### config.mk
export PLATFORM = sky130hd
export DESIGN_NAME = operand_fetch
export DESIGN_NICKNAME = d
export VERILOG_FILES = /design/src/rtl/mips_pkg.sv /design/src/rtl/instr_decode.sv /design/src/rtl/operand_fetch.sv
export SDC_FILE = /design/constraint.sdc
export NUM_CORES = 1
export LEC_CHECK = 0
export ABC_AREA = 1
export BUFFER_PORTS_ARGS = -buffer_cell sky130_fd_sc_hd__buf_2
export CAP_MARGIN = 5
export CELL_PAD_IN_SITES_DETAIL_PLACEMENT = 1
export CELL_PAD_IN_SITES_GLOBAL_PLACEMENT = 1
export CORE_ASPECT_RATIO = 0.7
export CORE_MARGIN = 2
export CORE_UTILIZATION = 36
export CTS_CLUSTER_DIAMETER = 120
export DETAILED_ROUTE_END_ITERATION = 16
export GPL_ROUTABILITY_DRIVEN = 1
export PLACE_DENSITY_LB_ADDON = 0.1
export SLEW_MARGIN = 30
export SYNTH_ARGS = -nofsm -noshare
export SYNTH_HDL_FRONTEND = slang
export SYNTH_SLANG_ARGS = --single-unit
### constraint.sdc
create_clock -name clk -period 4.95 [get_ports clk]
set_input_delay 0.2475 -clock clk [delete_from_list [all_inputs] [get_ports clk]]
set_output_delay 0.2475 -clock clk [all_outputs]
set_load 0.02 [all_outputs]
### src/rtl/mips_pkg.sv
// Shared MIPS decode definitions: opcodes, field positions, decoded-instruction
// struct and a register-busy helper used by the hazard logic.
package mips_pkg;

  localparam int unsigned XLEN    = 32;
  localparam int unsigned RAW     = 5;
  localparam int unsigned NREG    = 32;
  localparam int unsigned OPW     = 6;
  localparam int unsigned FUNW    = 6;
  localparam int unsigned IMMW    = 16;
  localparam int unsigned STALLW  = 16;

  localparam int unsigned OP_LSB    = 26;
  localparam int unsigned RS_LSB    = 21;
  localparam int unsigned RT_LSB    = 16;
  localparam int unsigned RD_LSB    = 11;
  localparam int unsigned FUNCT_LSB = 0;
  localparam int unsigned IMM_LSB   = 0;

  localparam logic [OPW-1:0] OP_RTYPE = 6'h00;
  localparam logic [OPW-1:0] OP_SW    = 6'h2B;
  localparam logic [OPW-1:0] OP_BEQ   = 6'h04;
  localparam logic [OPW-1:0] OP_J     = 6'h02;

  typedef struct packed {
    logic [OPW-1:0]  op;
    logic [FUNW-1:0] funct;
    logic [RAW-1:0]  rs;
    logic [RAW-1:0]  rt;
    logic [RAW-1:0]  dest;
    logic            wen;
    logic            uses_rs;
    logic            uses_rt;
    logic [XLEN-1:0] imm;
  } decoded_t;

  // Register r is busy if it is pending or is the destination of the held instruction; r0 never is.
  function automatic logic reg_busy(input logic [RAW-1:0]  r,
                                    input logic [NREG-1:0] pend,
                                    input logic            held_wen,
                                    input logic [RAW-1:0]  held_dest);
    return (r != '0) && (pend[r] || (held_wen && (held_dest == r)));
  endfunction

endpackage

### src/rtl/instr_decode.sv
// Combinational MIPS decoder: instruction word to decoded fields and read/write usage.
module instr_decode
  import mips_pkg::*;
(
  input  logic [XLEN-1:0] instr_i,
  output decoded_t        dec_o
);

  // Field extraction and per-opcode source/destination usage
  always_comb begin
    dec_o         = '0;
    dec_o.op      = instr_i[OP_LSB +: OPW];
    dec_o.funct   = instr_i[FUNCT_LSB +: FUNW];
    dec_o.rs      = instr_i[RS_LSB +: RAW];
    dec_o.rt      = instr_i[RT_LSB +: RAW];
    dec_o.imm     = {{(XLEN-IMMW){instr_i[IMM_LSB+IMMW-1]}}, instr_i[IMM_LSB +: IMMW]};
    case (dec_o.op)
      OP_RTYPE: begin
        dec_o.uses_rs = 1'b1;
        dec_o.uses_rt = 1'b1;
        dec_o.dest    = instr_i[RD_LSB +: RAW];
        dec_o.wen     = 1'b1;
      end
      OP_SW, OP_BEQ: begin
        dec_o.uses_rs = 1'b1;
        dec_o.uses_rt = 1'b1;
      end
      OP_J: begin
      end
      default: begin
        dec_o.uses_rs = 1'b1;
        dec_o.dest    = instr_i[RT_LSB +: RAW];
        dec_o.wen     = 1'b1;
      end
    endcase
    // Writes to r0 are discarded, so they never occupy the scoreboard
    if (dec_o.dest == '0) dec_o.wen = 1'b0;
  end

endmodule

### src/rtl/operand_fetch.sv
// Decode/operand-read stage: scoreboarded hazard stall, single output register.
// Build option: define OPERAND_FWD_EN to bypass the retiring writeback value
// into the operands in the same cycle (zero-bubble retire-to-issue).
module operand_fetch
  import mips_pkg::*;
(
  input  logic              clk,
  input  logic              rstd,
  input  logic              flush,
  input  logic              in_valid,
  output logic              in_ready,
  input  logic [XLEN-1:0]   in_instr,
  input  logic [XLEN-1:0]   in_pc,
  output logic [RAW-1:0]    rf_raddr1,
  output logic [RAW-1:0]    rf_raddr2,
  input  logic [XLEN-1:0]   rf_rdata1,
  input  logic [XLEN-1:0]   rf_rdata2,
  input  logic              wb_valid,
  input  logic [RAW-1:0]    wb_addr,
  input  logic [XLEN-1:0]   wb_data,
  output logic              out_valid,
  input  logic              out_ready,
  output logic [XLEN-1:0]   out_pc,
  output logic [OPW-1:0]    out_op,
  output logic [FUNW-1:0]   out_funct,
  output logic [RAW-1:0]    out_dest,
  output logic              out_wen,
  output logic [XLEN-1:0]   out_opa,
  output logic [XLEN-1:0]   out_opb,
  output logic [XLEN-1:0]   out_imm,
  output logic [STALLW-1:0] stall_cycles
);

  decoded_t          dec;
  logic [NREG-1:0]   pending_q, pending_d, pending_eff;
  logic              out_valid_q, out_wen_q;
  logic [XLEN-1:0]   out_pc_q, out_opa_q, out_opb_q, out_imm_q;
  logic [OPW-1:0]    out_op_q;
  logic [FUNW-1:0]   out_funct_q;
  logic [RAW-1:0]    out_dest_q;
  logic [STALLW-1:0] stall_q;
  logic              held_wen, hazard, slot_free, accept, handoff, stall_inc;
  logic              fwd_a, fwd_b;
  logic [XLEN-1:0]   opa_d, opb_d;

  instr_decode u_decode (
    .instr_i (in_instr),
    .dec_o   (dec)
  );

  assign rf_raddr1 = dec.rs;
  assign rf_raddr2 = dec.rt;

`ifdef OPERAND_FWD_EN
  // A register retiring this cycle is readable now through the bypass
  assign pending_eff = pending_q & ~(wb_valid ? (NREG'(1) << wb_addr) : '0);
  assign fwd_a       = wb_valid && (wb_addr == dec.rs) && (dec.rs != '0);
  assign fwd_b       = wb_valid && (wb_addr == dec.rt) && (dec.rt != '0);
`else
  // Without the bypass the retired value is visible only after the RF write edge
  logic unused_wb_data;
  assign unused_wb_data = ^wb_data;
  assign pending_eff    = pending_q;
  assign fwd_a          = 1'b0;
  assign fwd_b          = 1'b0;
`endif

  assign held_wen  = out_valid_q && out_wen_q;
  assign hazard    = (dec.uses_rs && reg_busy(dec.rs,   pending_eff, held_wen, out_dest_q))
                  || (dec.uses_rt && reg_busy(dec.rt,   pending_eff, held_wen, out_dest_q))
                  || (dec.wen     && reg_busy(dec.dest, pending_eff, held_wen, out_dest_q));
  assign slot_free = !out_valid_q || out_ready;
  assign in_ready  = !rstd && !flush && !hazard && slot_free;
  assign accept    = in_valid && in_ready;
  assign handoff   = out_valid_q && out_ready && !flush;
  assign stall_inc = in_valid && hazard && slot_free && !flush;

  assign opa_d = dec.uses_rs ? (fwd_a ? wb_data : rf_rdata1) : '0;
  assign opb_d = dec.uses_rt ? (fwd_b ? wb_data : rf_rdata2) : dec.imm;

  // Scoreboard next state: retire clears, handoff sets, set wins on collision
  always_comb begin
    pending_d = pending_q;
    if (wb_valid) pending_d[wb_addr] = 1'b0;
    if (handoff && out_wen_q) pending_d[out_dest_q] = 1'b1;
    pending_d[0] = 1'b0;
  end

  // Scoreboard register
  always_ff @(posedge clk) begin
    if (rstd) pending_q <= '0;
    else      pending_q <= pending_d;
  end

  // Output pipeline register: load on accept, drop on flush or handoff
  always_ff @(posedge clk) begin
    if (rstd) begin
      out_valid_q <= 1'b0;
      out_pc_q    <= '0;
      out_op_q    <= '0;
      out_funct_q <= '0;
      out_dest_q  <= '0;
      out_wen_q   <= 1'b0;
      out_opa_q   <= '0;
      out_opb_q   <= '0;
      out_imm_q   <= '0;
    end else if (accept) begin
      out_valid_q <= 1'b1;
      out_pc_q    <= in_pc;
      out_op_q    <= dec.op;
      out_funct_q <= dec.funct;
      out_dest_q  <= dec.dest;
      out_wen_q   <= dec.wen;
      out_opa_q   <= opa_d;
      out_opb_q   <= opb_d;
      out_imm_q   <= dec.imm;
    end else if (flush || out_ready) begin
      out_valid_q <= 1'b0;
    end
  end

  // Saturating hazard stall counter
  always_ff @(posedge clk) begin
    if (rstd)                                stall_q <= '0;
    else if (stall_inc && (stall_q != '1))   stall_q <= stall_q + STALLW'(1);
  end

  assign out_valid    = out_valid_q;
  assign out_pc       = out_pc_q;
  assign out_op       = out_op_q;
  assign out_funct    = out_funct_q;
  assign out_dest     = out_dest_q;
  assign out_wen      = out_wen_q;
  assign out_opa      = out_opa_q;
  assign out_opb      = out_opb_q;
  assign out_imm      = out_imm_q;
  assign stall_cycles = stall_q;

endmodule
==> impl_metrics.py, run 1 <==
metrics = {
    "outcome": {
        "outcome": "finished, final reports clean",
    },
    "sta": {
        "hold_violations": 0,
        "rsz0062_at_grt": "no",
        "whs_ns": 0.0234,
        "fin_crit_sh_pct": 70.5,
        "fin_skew_ns": 0.0125,
        "slew_violations": 0,
        "tns_ns": 0,
        "worstMarginPinSlew_ns": 0.911,
        "setup_violations": 0,
        "fin_crit_ns": 3.49,
        "fmax_mhz": 287,
        "slew_headroom_pct": 39.3,
    },
    "clock_network": {
        "numCtsBuffers": 17,
        "cts_tree": "done",
        "clkTransAtPathRegs_ns": 0.07,
        "cts-root-buf": "clkbuf_16",
        "cts_hold_buf": 0,
        "cts_num_sinks": 172,
        "htree_levels": 4,
        "post_cts_buffers": 0,
        "clk_path_buf_depth": 2,
        "ctsResizeCount": 0,
        "clk-insertion-delay-late_ns": 0.44,
    },
    "synth": {
        "synth_commonest_cells": "nand2_1 (414), nor2_1 (259), inv_1 (212)",
        "ys_ff_latch": 172,
        "synth_top_area_share_pct": 36.7,
        "async_reset_ff_share_pct": 0,
        "synth_area_leader_cell": "dfxtp_1",
        "syn_avg_cell_area_um2": 6.15,
        "synthCells": 1525,
        "ys_seq_area_share_pct": 36.7,
        "synth_edf_count": 0,
        "synth_nets": 1697,
        "yosys-top-cells-area": "dfxtp_1 (37%), nand2_1 (17%), nor2_1 (10%), inv_1 (8.5%), nand3_1 (5.8%)",
        "ys.warnings.count": 0,
        "syn_area_um2": 9380,
        "synth_most_common_cell": "nand2_1",
        "synth_cell_type_count": 38,
        "synth_ff_type": "dfxtp_1",
    },
    "layout": {
        "multi_input_area_um2": 4540,
        "fill_cells": 3532,
        "nNetsFinal": 1932,
        "syn_to_final_growth_pct": 22.9,
        "layout-drive-gt1-share_pct": 21.0,
        "seq_area_um2": 3440,
    },
    "grt": {
        "grt_max_degree": 95,
        "grt_util_all_layers_pct": 25.9,
        "grtUsageMet3_pct": 8.12,
        "grt_pass1_wl_mm": 55.5,
        "gr-total-overflow": 0,
        "use_met1_pct": 33.9,
        "antenna_found_initial": 9,
        "grt_pass1_vias": 10093,
        "top_usage_layer": "met2",
        "met2_usage_pct": 41.2,
    },
    "worst_hold_path": {
        "hp-class": "input pin to flip-flop",
    },
    "floorplanning": {
        "die_area_um2": 27400,
        "io_pins": 345,
        "die_w_um": 197,
        "rows": 49,
        "start_util_pct": 36.6,
        "dieHeight_um": 139,
        "coreArea_um2": 25600,
    },
    "route": {
        "drt_wl_total_mm": 35.2,
        "vias": 10355,
        "dr.pass1.iters": 4,
        "route.detailed.drc": 0,
        "vias_per_cell": 4.91,
        "ant_nets": 0,
        "wl_per_cell_um": 16.7,
        "drt_iter0_drc": 563,
    },
    "worst_setup_path": {
        "cp.arrival_ns": 3.86,
        "worstSetupStartpointType": "input pin",
        "critical_path_class": "input pin to flip-flop",
        "path_max_fanout": 70,
        "crit_required_ns": 5.32,
        "worst_setup_path_end_kind": "flip-flop",
    },
    "pwr": {
        "p_leak_nw": 6.24,
        "peakVddDrop_uv": 222,
        "powerDensity_nw_per_um2": 303,
    },
    "placed_design": {
        "gp_congestion": 0.939,
        "io_buffers": 312,
        "place_hpwl_mm": 25.5,
    },
    "flow_run": {
        "cap_violations": 0,
    },
}
## area by class of cell
class,count,share of cell area (%)
flip-flops and latches,172,29.9
repair buffers,321,14.5
diodes,5,0.109
clock buffers,20,4.05
clock inverters,12,1.37
well taps,331,3.59
multi-input cells,1031,39.4
inverters,217,7.11
## critical path, stage by stage
cell	delay (ns)
buf_2	0.13
nor2_1	0.17
nand3_1	0.36
clkinv_1	0.32
nor2_1	0.15
a21oi_4	0.30
nand3_1	0.12
nand2_1	0.10
nand2_1	0.06
nand2_1	0.06
nor2_1	0.04
nand2_1	0.07
nand3_1	0.10
nand2_2	0.12
nand4_4	0.66
buf_12	0.49
nand2_1	0.10
nand2_1	0.06
nor2_1	0.14
## cells by family (layout without fill, tap and decap cells)
family          after synthesis  after routing  synth area share [%]
simple gates                817            817                  35.2
buf+inv                     322            570                  14.8
compound gates              197            197                  11.6
flops                       172            172                  36.7
xor+xnor                     16             16                  1.49
fa+ha+maj                     1              1                 0.133
other cells                   0              5                     0
## registers in the layout (all words and copies together) (netlist names)
| name | count |
|---|---|
| out_valid | 1 |
| out_imm | 16 |
| stall_cycles | 16 |
| pending_eff | 31 |
| out_wen | 1 |
| out_dest | 5 |
| out_op | 6 |
| out_opb | 32 |
| out_opa | 32 |
| out_pc | 32 |
## routing by layer
metal  vias up  share of wire [%]
li1       5139                  -
met1      4842                 45
met2       323                 45
met3        43                8.6
met4         8                1.7
met5         -               0.16
## cell usage in the layout, fill, tap and decap left out, types with 8 or more instances in the layout
master and n:
nand2_1 414, dfxtp_1 172, nand3_1 108, clkbuf_16 17, o21bai_1 8, o21ai_0 81, inv_1 212, nor3_1 15
buf_2 312, nor2_1 259, a21oi_1 84, xnor2_1 9
## final timing paths
check	startpoint	endpoint	slack [ns]	depth (start not counted)
setup / recovery	in_instr[28]	out_opb[28]	1.46	19
hold / removal	in_pc[5]	out_pc[5]	0.02	3
setup reg to reg	out_dest[4]	out_opb[19]	1.61	12
hold reg to reg	pending_eff[18]	pending_eff[18]	0.50	2
## per-stage QoR
| stage | std cells | instance area [µm²] | setup slack, ns | util, % | total power [W] |
|---|---|---|---|---|---|
| 5_1_grt | 2108 | 11500 | 0.989 | 45.0 | 0.00365 |
| 4_1_cts | 2104 | 11500 | 1.39 | 44.9 | 0.00352 |
| 3_5_place_dp | 2072 | 10900 | 0.956 | 42.5 | 0.00206 |
| 3_3_place_gp | 2072 | 10900 | 1.00 | 42.5 | 0.00204 |
| 6_report | 2109 | 11500 | 1.46 | 45.0 | 0.00349 |
| 2_1_floorplan | 1525 | 9380 | 2.38 | - | 0.00186 |
## where the power goes
| group | internal (W) | total (W) | switching [W] | leakage (nW) |
|---|---|---|---|---|
| combinational | 0.000178 | 0.000553 | 0.000376 | 4.54 |
| clock | 0.000842 | 0.00147 | 0.000627 | 0.305 |
| sequential | 0.00144 | 0.00147 | 0.0000339 | 1.39 |
| total | 0.00245 | 0.00349 | 0.00104 | 6.24 |
Note: power is estimated with default switching activity, not from simulation.
==> run 2, diff against run 1 <==
--- a/config.mk
+++ b/config.mk
@@ -5,14 +5,14 @@
 export SDC_FILE = /design/constraint.sdc
 export NUM_CORES = 1
 export LEC_CHECK = 0
-export ABC_AREA = 1
+export ABC_AREA = 0
 export BUFFER_PORTS_ARGS = -buffer_cell sky130_fd_sc_hd__buf_2
 export CAP_MARGIN = 5
 export CELL_PAD_IN_SITES_DETAIL_PLACEMENT = 1
 export CELL_PAD_IN_SITES_GLOBAL_PLACEMENT = 1
 export CORE_ASPECT_RATIO = 0.7
 export CORE_MARGIN = 2
-export CORE_UTILIZATION = 36
+export CORE_UTILIZATION = 34
 export CTS_CLUSTER_DIAMETER = 120
 export DETAILED_ROUTE_END_ITERATION = 16
 export GPL_ROUTABILITY_DRIVEN = 1
==> constraint.sdc (replaced) <==
create_clock -name clk -period 3.3 [get_ports clk]
set_input_delay 0.165 -clock clk [delete_from_list [all_inputs] [get_ports clk]]
set_output_delay 0.165 -clock clk [all_outputs]
set_load 0.02 [all_outputs]
==> run 2 against run 1 <==
- utilization up 3.8 points
- synthesized area shrank 11%
- final cell count down 19%
- global-route usage shrank 0.35 points
- first-iteration DRC count fell by 26%
- hold slack better by 0.0011 ns
- sequential power increased by 48%
- clock power rose by 43%
- combinational power rose by 35%
- non-clock buffer count increased by 128
- worst setup slack got worse by 1.3 ns
- largest cell class unchanged
==> impl_metrics.py, run 2 <==
metrics = {
    "outcome": {
        "outcome": "finished, final reports clean",
    },
    "worst_hold_path": {
        "min_from": "in_instr[4]",
        "hp-class": "input pin to flip-flop",
    },
    "sta": {
        "whs_ns": 0.0245,
        "fin_crit_ns": 3.15,
        "setup_violations": 0,
        "fin_skew_ns": 0.0139,
        "setup_ws_ns": 0.146,
        "slew_headroom_pct": 51.8,
        "rsz0062_at_grt": "no",
        "fmax_mhz": 317,
        "tns_ns": 0,
        "slew_violations": 0,
        "fin_crit_sh_pct": 95.6,
        "worstMarginPinSlew_ns": 0.719,
        "hold_violations": 0,
    },
    "clock_network": {
        "post_cts_buffers": 0,
        "cts-root-buf": "clkbuf_16",
        "cts_num_sinks": 172,
        "htree_levels": 4,
        "clkTransAtPathRegs_ns": 0.07,
        "cts_tree": "done",
        "numCtsBuffers": 17,
        "clk_path_buf_depth": 2,
        "clk-insertion-delay-late_ns": 0.44,
    },
    "route": {
        "vias": 8960,
        "drt_wl_total_mm": 33.3,
        "route.detailed.drc": 0,
        "ant_nets": 0,
        "drt_iter0_drc": 415,
        "vias_per_cell": 5.24,
        "wl_per_cell_um": 19.5,
        "dr.pass1.iters": 5,
    },
    "grt": {
        "grtUsageMet3_pct": 6.06,
        "antenna_found_initial": 1,
        "grt_pass1_wl_mm": 50.7,
        "grt_max_degree": 125,
        "grt_pass1_vias": 8909,
        "grt_util_all_layers_pct": 25.5,
        "met2_usage_pct": 40.6,
        "use_met1_pct": 34.8,
        "top_usage_layer": "met2",
        "gr-total-overflow": 0,
    },
    "flow_run": {
        "cap_violations": 0,
    },
    "worst_setup_path": {
        "critical-path-max-stage-delay_ns": 0.53,
        "r2r-start": "pending_eff[11]",
        "r2r_cells": 9,
        "cp_num_cells": 12,
        "cp.arrival_ns": 2.99,
        "path_delay_family": "simple AND/OR/NAND/NOR gates",
        "critPathBufInv": 4,
        "critical_path_class": "input pin to output port",
        "r2r_end": "out_opb[16]",
        "crit_start": "in_instr[26]",
        "worstPathCellList": "buf_2 -> or4_1 -> buf_4 -> o221a_2 -> nor2_4 -> mux2_2 -> o21ai_0 -> and4b_1 -> o21ai_2 -> buf_4 -> and4_2 -> buf_2",
        "crit_end": "in_ready",
        "crit_required_ns": 3.13,
        "worst_setup_path_end_kind": "output port",
        "worstSetupStartpointType": "input pin",
        "slowest_stage": "or4_1",
        "path_max_fanout": 7,
        "rrSetupSlack_ns": 0.35,
    },
    "floorplanning": {
        "rows": 47,
        "start_util_pct": 34.9,
        "coreArea_um2": 23800,
        "io_pins": 345,
        "die_w_um": 191,
        "dieHeight_um": 135,
        "die_area_um2": 25700,
    },
    "layout": {
        "fin_area_um2": 11600,
        "nNetsFinal": 1550,
        "diodes": 0,
        "syn_to_final_growth_pct": 39.8,
        "final_common_cell": "buf_2",
        "final_cell_mix": "buf_2 (311), nand2_1 (200), dfxtp_1 (172)",
        "stdcell_count": 1709,
        "layout-drive-gt1-share_pct": 32.5,
    },
    "synth": {
        "synthCells": 1015,
        "yosys-top-cells-area": "dfxtp_1 (41%), nand2_1 (9.0%), a21oi_1 (8.8%), mux4_2 (4.6%), a211oi_1 (3.7%)",
        "ys_ff_latch": 172,
        "synth_ff_type": "dfxtp_1",
        "syn_avg_cell_area_um2": 8.19,
        "synth_most_common_cell": "nand2_1",
        "synth_cell_type_count": 63,
        "syn_area_um2": 8320,
        "synth_commonest_cells": "nand2_1 (200), dfxtp_1 (172), a21oi_1 (146)",
        "synth_area_leader_cell": "dfxtp_1",
        "synth_top_area_share_pct": 41.4,
        "synth_edf_count": 0,
        "ys_seq_area_share_pct": 41.4,
        "ys.warnings.count": 0,
        "async_reset_ff_share_pct": 0,
        "synth_nets": 1187,
    },
    "placed_design": {
        "io_buffers": 312,
        "gp_congestion": 0.887,
        "placedCellCount": 1601,
        "placed_area_um2": 10200,
        "dp_slack_ns": -0.158,
        "place_hpwl_mm": 23.6,
    },
    "pwr": {
        "peakVddDrop_uv": 372,
        "powerDensity_nw_per_um2": 431,
        "p_leak_nw": 4.85,
    },
}
## run 2: changes by cell type after synthesis, sizes merged, moves of 8 or more
cell    previous run  this run
a211oi             1        41
a21oi             85       147
and3               0        19
inv              215        14
mux2               0         9
mux2i              0        18
mux4               0        17
nand2            420       200
nand3            111        57
nand3b             0         8
nor2             261        58
o21ai             82        47
## run 2: kinds of logic after synthesis
kind of cell	Yosys count	synth area share [%]
AOI/OAI and AO/OA	274	19.6
xor gates and xnor gates	16	1.69
adders and majority gates	1	0.150
buffers and inverters	119	7.85
DFF	172	41.4
muxes	44	7.99
and+or+nand+nor	389	21.3
## run 2: layout make-up
type	count	area (µm²)
fill	2940	12200
multi-input combinational	724	4260
sequential	172	3440
timing repair buffer	449	2870
clock buffer	18	439
tap	318	398
clock inverter	14	166
inverter	14	52.6
## run 2: where the power goes
group | switching [W] | internal, W | total [W]
clock network | 0.000882 | 0.00121 | 0.00210
registers | 0.0000377 | 0.00213 | 0.00217
logic | 0.000433 | 0.000313 | 0.000746
total | 0.00135 | 0.00366 | 0.00501
## run 2: worst min-delay path by stage
stage	to	slack [ns]	depth (start not counted)
global route	out_imm[4]	0.02	3
CTS	out_op[2]	0.004	3
global placement	out_pc[16]	0.41	3
floorplan	out_valid	0.27	1
finish	out_imm[4]	0.02	3
detailed placement	out_pc[29]	0.41	3
## run 2: stage by stage
stage                     utilization, %  power (W)
after floorplan                        -    0.00258
after global placement              43.0    0.00287
after detailed placement            43.0    0.00288
after CTS                           48.8    0.00505
after global routing                48.8    0.00521
final                               48.8    0.00501
## run 2: per-layer routing
layer | wire [µm] | vias up
li1 | - | 4276
met1 | 15400 | 4341
met3 | 2280 | 34
met4 | 523 | 2
met2 | 15000 | 307
met5 | 13 | -
## run 2: worst min-delay path: cells and delay by family
kind,cells,cell delay [ns]
buffers and inverters,1,0.11
AND/OR/NAND/NOR,1,0.06
AO/OA/AOI/OAI,1,0.06
## run 2: timing repair
item | CTS | global route
hold buffers | 76 | 0
gates resized for setup | 0 | 4
hold endpoints to repair | 76 | 0
setup endpoints to repair | 0 | 1
